$ cat config.mk
export PLATFORM = sky130hd
export DESIGN_NAME = wb_ctrl
export DESIGN_NICKNAME = d
export VERILOG_FILES = /design/src/rtl/wb_ctrl.sv
export SDC_FILE = /design/constraint.sdc
export NUM_CORES = 2
export LEC_CHECK = 0
export BUFFER_PORTS_ARGS = -buffer_cell sky130_fd_sc_hd__buf_2
export CAP_MARGIN = 20
export CELL_PAD_IN_SITES_DETAIL_PLACEMENT = 0
export CELL_PAD_IN_SITES_GLOBAL_PLACEMENT = 1
export CORE_MARGIN = 2
export CORE_UTILIZATION = 41
export CTS_CLUSTER_SIZE = 10
export DETAILED_ROUTE_END_ITERATION = 6
export PLACE_DENSITY = 0.78
export SLEW_MARGIN = 30
export SYNTH_ARGS = -nofsm -noshare
export SYNTH_HDL_FRONTEND = slang
export SYNTH_SLANG_ARGS = --single-unit
export TNS_END_PERCENT = 30
$ cat constraint.sdc
create_clock -name clk -period 5 [get_ports clk]
set_clock_uncertainty 0.05 [all_clocks]
set_input_delay 0 -clock clk [delete_from_list [all_inputs] [get_ports clk]]
set_output_delay 0 -clock clk [all_outputs]
set_load 0.03 [all_outputs]
$ cat src/rtl/wb_ctrl.sv
// wb_ctrl: CNN output write-back sequencer.
// Packs 5-byte beats from the PE groups into 16-byte pairs and writes them to
// BRAM32k as two 64-bit words at consecutive addresses from a per-layer base.
// The partial tail is flushed zero-padded at layer end, then layer_done pulses.
// Optional feature macro: WB_OVF_CHECK_EN (adds ovf_err, suppresses writes that
// would run past the top of the address space).
module wb_ctrl #(
  parameter int ADDR_W = 12
) (
  input  logic              clk,
  input  logic              rst,
  input  logic              layer_start,
  input  logic [3:0]        Layer,
  input  logic [ADDR_W-1:0] base_addr,
  input  logic [15:0]       out_count,
  input  logic              sum_valid,
  input  logic [7:0]        sum1,
  input  logic [7:0]        sum2,
  input  logic [7:0]        sum3,
  input  logic [7:0]        sum4,
  input  logic [7:0]        sum5,
  output logic              sum_ready,
  output logic              we_BRAM32k,
  output logic [ADDR_W-1:0] addr_BRAM32k_1,
  output logic [ADDR_W-1:0] addr_BRAM32k_2,
  output logic [63:0]       din_BRAM32k_1,
  output logic [63:0]       din_BRAM32k_2,
  output logic              busy,
`ifdef WB_OVF_CHECK_EN
  output logic              ovf_err,
`endif
  output logic              layer_done
);

  localparam int NSUM  = 5;
  localparam int BUF_N = 24;
  localparam int KW    = 13;           // pair index: up to 4096 pairs per layer
  localparam int FW    = ADDR_W + KW + 1;

  typedef enum logic [1:0] {IDLE, RUN, FLUSH, DONE} state_t;
  state_t state_q, state_n;

  logic [BUF_N-1:0][7:0] bytes_q, bytes_n;
  logic [NSUM-1:0][7:0]  sums;
  logic [15:0][7:0]      pair;
  logic [4:0]            cnt_q, cnt_n, base_cnt;
  logic [15:0]           recv_q, recv_n, out_q, rem;
  logic [2:0]            taken;
  logic [KW-1:0]         k_q;
  logic [ADDR_W-1:0]     base_q, wr_addr;
  logic [FW-1:0]         addr_full;
  logic [3:0]            layer_q;
  logic                  start_ok, accept, full_wr, tail_wr, wr_fire, ovf_hit;

  assign sums      = {sum5, sum4, sum3, sum2, sum1};
  // The cycle layer_done is high still counts as part of the finishing layer.
  assign start_ok  = (state_q == IDLE) && layer_start && !layer_done;
  assign rem       = out_q - recv_q;
  assign taken     = (rem >= 16'(NSUM)) ? 3'(NSUM) : rem[2:0];
  assign accept    = sum_ready && sum_valid;
  assign full_wr   = ((state_q == RUN) || (state_q == FLUSH)) && (cnt_q >= 5'd16);
  assign tail_wr   = (state_q == FLUSH) && (cnt_q != 5'd0) && (cnt_q < 5'd16);
  assign wr_fire   = full_wr || tail_wr;
  assign addr_full = FW'(base_q) + FW'({k_q, 1'b0});
  assign wr_addr   = addr_full[ADDR_W-1:0];

`ifdef WB_OVF_CHECK_EN
  // Pair's second word would land past the last address.
  assign ovf_hit = addr_full >= FW'((2 ** ADDR_W) - 1);
`else
  logic unused_addr_hi;
  assign ovf_hit        = 1'b0;
  assign unused_addr_hi = ^addr_full[FW-1:ADDR_W];
`endif

  // Layer number is latched for debug visibility only.
  logic unused_layer;
  assign unused_layer = ^layer_q;

  // Buffer update: drop the written pair first, then append accepted bytes behind what is left.
  always_comb begin
    bytes_n  = bytes_q;
    base_cnt = cnt_q;
    recv_n   = recv_q;
    if (full_wr) begin
      bytes_n  = {128'b0, bytes_q[BUF_N-1:16]};
      base_cnt = cnt_q - 5'd16;
    end
    if (accept) begin
      for (int j = 0; j < BUF_N; j++)
        for (int i = 0; i < NSUM; i++)
          if ((3'(i) < taken) && (5'(j) == base_cnt + 5'(i))) bytes_n[j] = sums[i];
      recv_n = recv_q + 16'(taken);
    end
    cnt_n = accept ? base_cnt + 5'(taken) : base_cnt;
    if (tail_wr) cnt_n = 5'd0;
  end

  // Write payload: bytes beyond the valid count go out as zero (only matters for the tail).
  always_comb begin
    pair = '0;
    for (int b = 0; b < 16; b++)
      if (5'(b) < cnt_q) pair[b] = bytes_q[b];
  end

  // State register.
  always_ff @(posedge clk) begin
    if (rst) state_q <= IDLE;
    else     state_q <= state_n;
  end

  // Next state. RUN leaves as soon as the post-edge view has every byte in and no full pair pending,
  // so a write on the leaving edge is followed directly by the flush step.
  always_comb begin
    state_n = state_q;
    case (state_q)
      IDLE:    if (start_ok) state_n = (out_count == 16'd0) ? FLUSH : RUN;
      RUN:     if ((recv_n == out_q) && (cnt_n < 5'd16)) state_n = FLUSH;
      FLUSH:   state_n = DONE;
      DONE:    state_n = IDLE;
      default: state_n = IDLE;
    endcase
  end

  // State-decoded outputs.
  always_comb begin
    sum_ready = (state_q == RUN) && (recv_q < out_q);
    busy      = (state_q != IDLE);
  end

  // Layer config latch, byte buffer and counters.
  always_ff @(posedge clk) begin
    if (rst) begin
      bytes_q <= '0;
      cnt_q   <= '0;
      recv_q  <= '0;
      k_q     <= '0;
      out_q   <= '0;
      base_q  <= '0;
      layer_q <= '0;
    end else if (start_ok) begin
      cnt_q   <= '0;
      recv_q  <= '0;
      k_q     <= '0;
      out_q   <= out_count;
      base_q  <= base_addr;
      layer_q <= Layer;
    end else begin
      bytes_q <= bytes_n;
      cnt_q   <= cnt_n;
      recv_q  <= recv_n;
      if (wr_fire) k_q <= k_q + KW'(1);
    end
  end

  // BRAM port registers: one-cycle enable, address/data hold between writes.
  always_ff @(posedge clk) begin
    if (rst) begin
      we_BRAM32k     <= 1'b0;
      addr_BRAM32k_1 <= '0;
      addr_BRAM32k_2 <= '0;
      din_BRAM32k_1  <= '0;
      din_BRAM32k_2  <= '0;
    end else begin
      we_BRAM32k <= wr_fire && !ovf_hit;
      if (wr_fire && !ovf_hit) begin
        addr_BRAM32k_1 <= wr_addr;
        addr_BRAM32k_2 <= wr_addr + ADDR_W'(1);
        din_BRAM32k_1  <= pair[7:0];
        din_BRAM32k_2  <= pair[15:8];
      end
    end
  end

  // Completion pulse, raised on the DONE -> IDLE edge.
  always_ff @(posedge clk) begin
    if (rst) layer_done <= 1'b0;
    else     layer_done <= (state_q == DONE);
  end

`ifdef WB_OVF_CHECK_EN
  // Sticky overflow flag, cleared by the next accepted layer.
  always_ff @(posedge clk) begin
    if (rst)                     ovf_err <= 1'b0;
    else if (start_ok)           ovf_err <= 1'b0;
    else if (wr_fire && ovf_hit) ovf_err <= 1'b1;
  end
`endif

endmodule

==> metrics.md <==
| Metric | Value |
|---|---|
| Final #Nets | 4006 |
| Final wirelength | 135000 µm |
| Clk_lat worst skew | 0.63 ns |
| TritonCTS clock tree | built |
| Crit path required time | 5.45 ns |
| Placed cell area | approximately 30000 µm² |
| Fill cells | 6623 |
| TNS Setup | 0 ns |
| EDFF count, synth | 0 |
| Worst-case vdd ir drop | 0.263 mV |
| Critical path class | reg -> reg |
| Synth Warn # | 0 |
| Endpoint of the worst hold path | base_q[5] |
| Multiplexer share of the synthesized area | around 3.4% |
| Seq/Total Area, Yosys | about 30% |
| Minimum clock period | slightly below 5 ns |
| Count leader, synth | nand2_1 |
| Max-cap violations | 0 |
| Synth-to-layout area growth | 19.9% |
| Critical Path Sink Type | flop |
| Violated checks | DRC |
| Fin crit share | roughly 99% |
| Compound-gate portion of the synthesized area | 36.3% |
| Reg2Reg Depth | 24 |
| Max Clock Freq | 202 MHz |
| Die width | between 200 and 300 µm |
| Synth Area in Simple Gates | 20.1% |
| Routability cong. | ~1.0 |
| Synth top area share | 29.9% |
| Post-DP HPWL | around 87000 µm |
| Place WS | -0.467 ns |
| Worst hold path stage count | 6 |
| Row Count | 94 |
| Initial antenna violation count | 2 |
| Vias per inst | a little under 7 |
| WL/cell | around 28 µm |
| I/O Pins | 232 |
| DR pass1 iterations | 7 |
| Synthesized area per cell | 7.56 µm² |
| CTS root buffer | clkbuf_16 |
| Synth cell types | 99 |
| Layout cells sized above 1 | a little under a fifth |
| Vias in the first global route | 29.9k |
| DRC | 3 |
| Pwr per Cell Area | 324 nW/µm² |
| Synthesized instance count | 3610 |
| Worst-path clk slew | roughly 0.06 ns |
| Total grt overflow | 0 |
| First-pass GRT wire length | 197000 µm |
| CP max FO | 7 |
| Synth Area in Adders | 2.26% |
| Core Area | 65900 µm² |
| Worst-margin pin slew | 1.17 ns |
| Fin worst setup slack | around 0.050 ns |
| Status | finished with violations |
| RSZ-0062 raised after global routing | yes |
| Crit path arrival time | 5.41 ns |
| Final core occ | 49.7% |
| Total leakage power | 12.6 nW |
| R2r setup slk | 0.05 ns |
| Mapped Nets | 3733 |
| Worst reg2reg endpoint | state_q[1] |
| Initial Util | roughly two fifths |
| Max_slew headroom | 21.7% |
| Chip Height | 262 µm |
| 1st-iter DRT viols | 4383 |
| Commonest cells post-synth | nand2_1 (594), dfxtp_1 (408), nor2_1 (290) |
| Max Slew Vio Count | 0 |
| Synth Flop Type | dfxtp_1 |
| Main combinational cell family by area after synthesis | compound AO/OA/AOI/OAI gates |
| CTS Buf Count | 51 |
| Die area | between 60000 and 70000 µm² |
| Total power | 0.0106 W |
| Htree depth | 2 |
| Routed vias | between 30k and 40k |
| Min-delay src | layer_start |
| Port Buf Inserts | 227 |
| Reg2reg start | out_q[0] |
| Hold crit path type | in -> reg |
| Post-Syn Area | between 20000 and 30000 µm² |
| Pin count of the biggest net entering global routing | between 100 and 150 |
| Post-route cell area | 32800 µm² |
| Biggest area consumer among synthesized cells | dfxtp_1 |
| Post-route ant nets | 0 |
| CTS Buffer Depth | 3 |
| Gr usage total | between 30% and 40% |
| Top cells by area, synth | dfxtp_1 (30%), nand2_1 (8.2%), a22o_1 (5.0%), nor2_1 (4.0%), a21oi_1 (3.8%) |
| Synth Area in XOR/XNOR | 2.27% |
| Final Hold Fails | 0 |
| Seq cells post-synth | approximately 410 |
| Critical path startpoint category | flop |
| TritonCTS Sinks | ~410 |
| Synth async-reset ratio | 0% |
| Final setup violation count | 0 |
-- per-layer routing --
layer | global-route usage (%) | vias up | wire, µm | part of all wire (%)
met5 | 0.0694 | - | 16 | 0.012
met4 | 23.4 | 2 | 9610 | 7.1
li1 | - | 14200 | - | -
met2 | 57.1 | 2351 | 57200 | 42
met3 | 10.6 | 635 | 17000 | 13
met1 | 47.9 | 15100 | 51400 | 38
-- sequential cells by signal, summed over array words and instances, names as in the netlist --
name	count
bytes_q	192
din_BRAM32k_1	64
din_BRAM32k_2	64
out_q	16
recv_q	16
addr_BRAM32k_1	12
addr_BRAM32k_2	12
base_q	12
k_q	11
cnt_q	5
state_q	2
layer_done	1
we_BRAM32k	1
-- what timing repair did --
item	4_1_cts	5_1_grt
setup endpoints to repair	2	2
gates resized for setup	27	11
setup buffers	1	2
hold buffers	48	0
gates cloned	0	0
pin swaps	9	17
endpoints found under the hold margin	41	0
-- layout by cell type, fill, tap and decap left out, drive strengths merged, types with 28 or more instances in the layout --
cell type | synthesis | final
a31oi | 54 | 54
o22ai | 102 | 102
nor3 | 71 | 71
buf | 88 | 507
xor2 | 31 | 31
clkbuf | 247 | 71
o221ai | 97 | 97
nand3 | 135 | 135
mux2i | 68 | 68
a21oi | 210 | 210
nor2 | 293 | 293
a211oi | 126 | 126
o211ai | 100 | 100
ha | 43 | 43
dfxtp | 408 | 408
a221oi | 55 | 55
a22o | 156 | 156
o21ai | 174 | 174
dlygate4sd3 | 0 | 48
nand2 | 596 | 596
inv | 53 | 54
xnor2 | 39 | 39
a22oi | 28 | 28
and3 | 42 | 42
-- layout make-up --
| class | instances | area, µm² | share of cell area [%] |
|---|---|---|---|
| Multi-Input combinational cell | 2812 | 17900 | 54.6 |
| Sequential cell | 408 | 8170 | 24.9 |
| Timing Repair Buffer | 555 | 3850 | 11.8 |
| Clock buffer | 71 | 1420 | 4.34 |
| Tap cell | 864 | 1080 | 3.30 |
| Inverter | 55 | 206 | 0.630 |
| Clock inverter | 10 | 140 | 0.428 |
| Antenna cell | 3 | 7.51 | 0.0229 |
-- where the power goes --
part | switching, W | internal [W] | leakage (nW) | total [W]
Sequential | 0.000155 | 0.00340 | 3.29 | 0.00355
Combinational | 0.00222 | 0.00124 | 8.50 | 0.00346
Clock | 0.00153 | 0.00207 | 0.762 | 0.00360
Total | 0.00390 | 0.00671 | 12.6 | 0.0106
-- stage by stage --
| step | std cells | hold WS [ns] |
|---|---|---|
| after floorplan | 3610 | 0.0860 |
| after global placement | 4642 | 0.198 |
| after detailed placement | 4642 | 0.199 |
| after CTS | 4772 | 0.000206 |
| after global routing | 4775 | 0.0229 |
| final | 4778 | 0.00267 |
-- how the worst max path moves through the flow --
stage                        start          to  slack [ns]  cells past startpoint
after floorplan           out_q[0]  state_q[1]        0.04                     21
after global placement    out_q[0]  state_q[1]       -0.40                     23
after detailed placement  out_q[0]  state_q[1]       -0.47                     24
after CTS                 out_q[0]  state_q[1]       -0.03                     23
after global routing      out_q[0]  state_q[1]       -0.14                     24
final                     out_q[0]  state_q[1]        0.05                     24
-- cell families (layout without fill, tap and decap cells) --
kind of cell | after synthesis | after routing
AOI/OAI and AO/OA | 1354 | 1354
and+or+nand+nor | 1252 | 1252
DFF | 408 | 408
buffers and inverters | 390 | 691
muxes | 89 | 89
xor gates and xnor gates | 70 | 70
adders and majority gates | 47 | 47
other | 0 | 3
-- worst max-delay path: stages (launching register included) --
cell and delay, ns:
dfxtp_2 0.32, inv_1 0.04, ha_2 0.17, fa_2 0.37, nand2b_4 0.16, a21o_1 0.19
mux2i_1 0.12, or4_4 0.44, nor3_4 0.12, and4b_2 0.27, nor2b_4 0.16, and2_4 0.15
buf_4 0.10, nor2b_4 0.17, ha_2 0.28, a21o_1 0.17, a21oi_1 0.18, nor2_1 0.06
buf_4 0.18, buf_4 0.14, a41o_1 0.22, nand4_1 0.09, o2111a_1 0.25, a41oi_2 0.12
mux2_2 0.29
No activity file was read; power rests on OpenSTA's default activity.
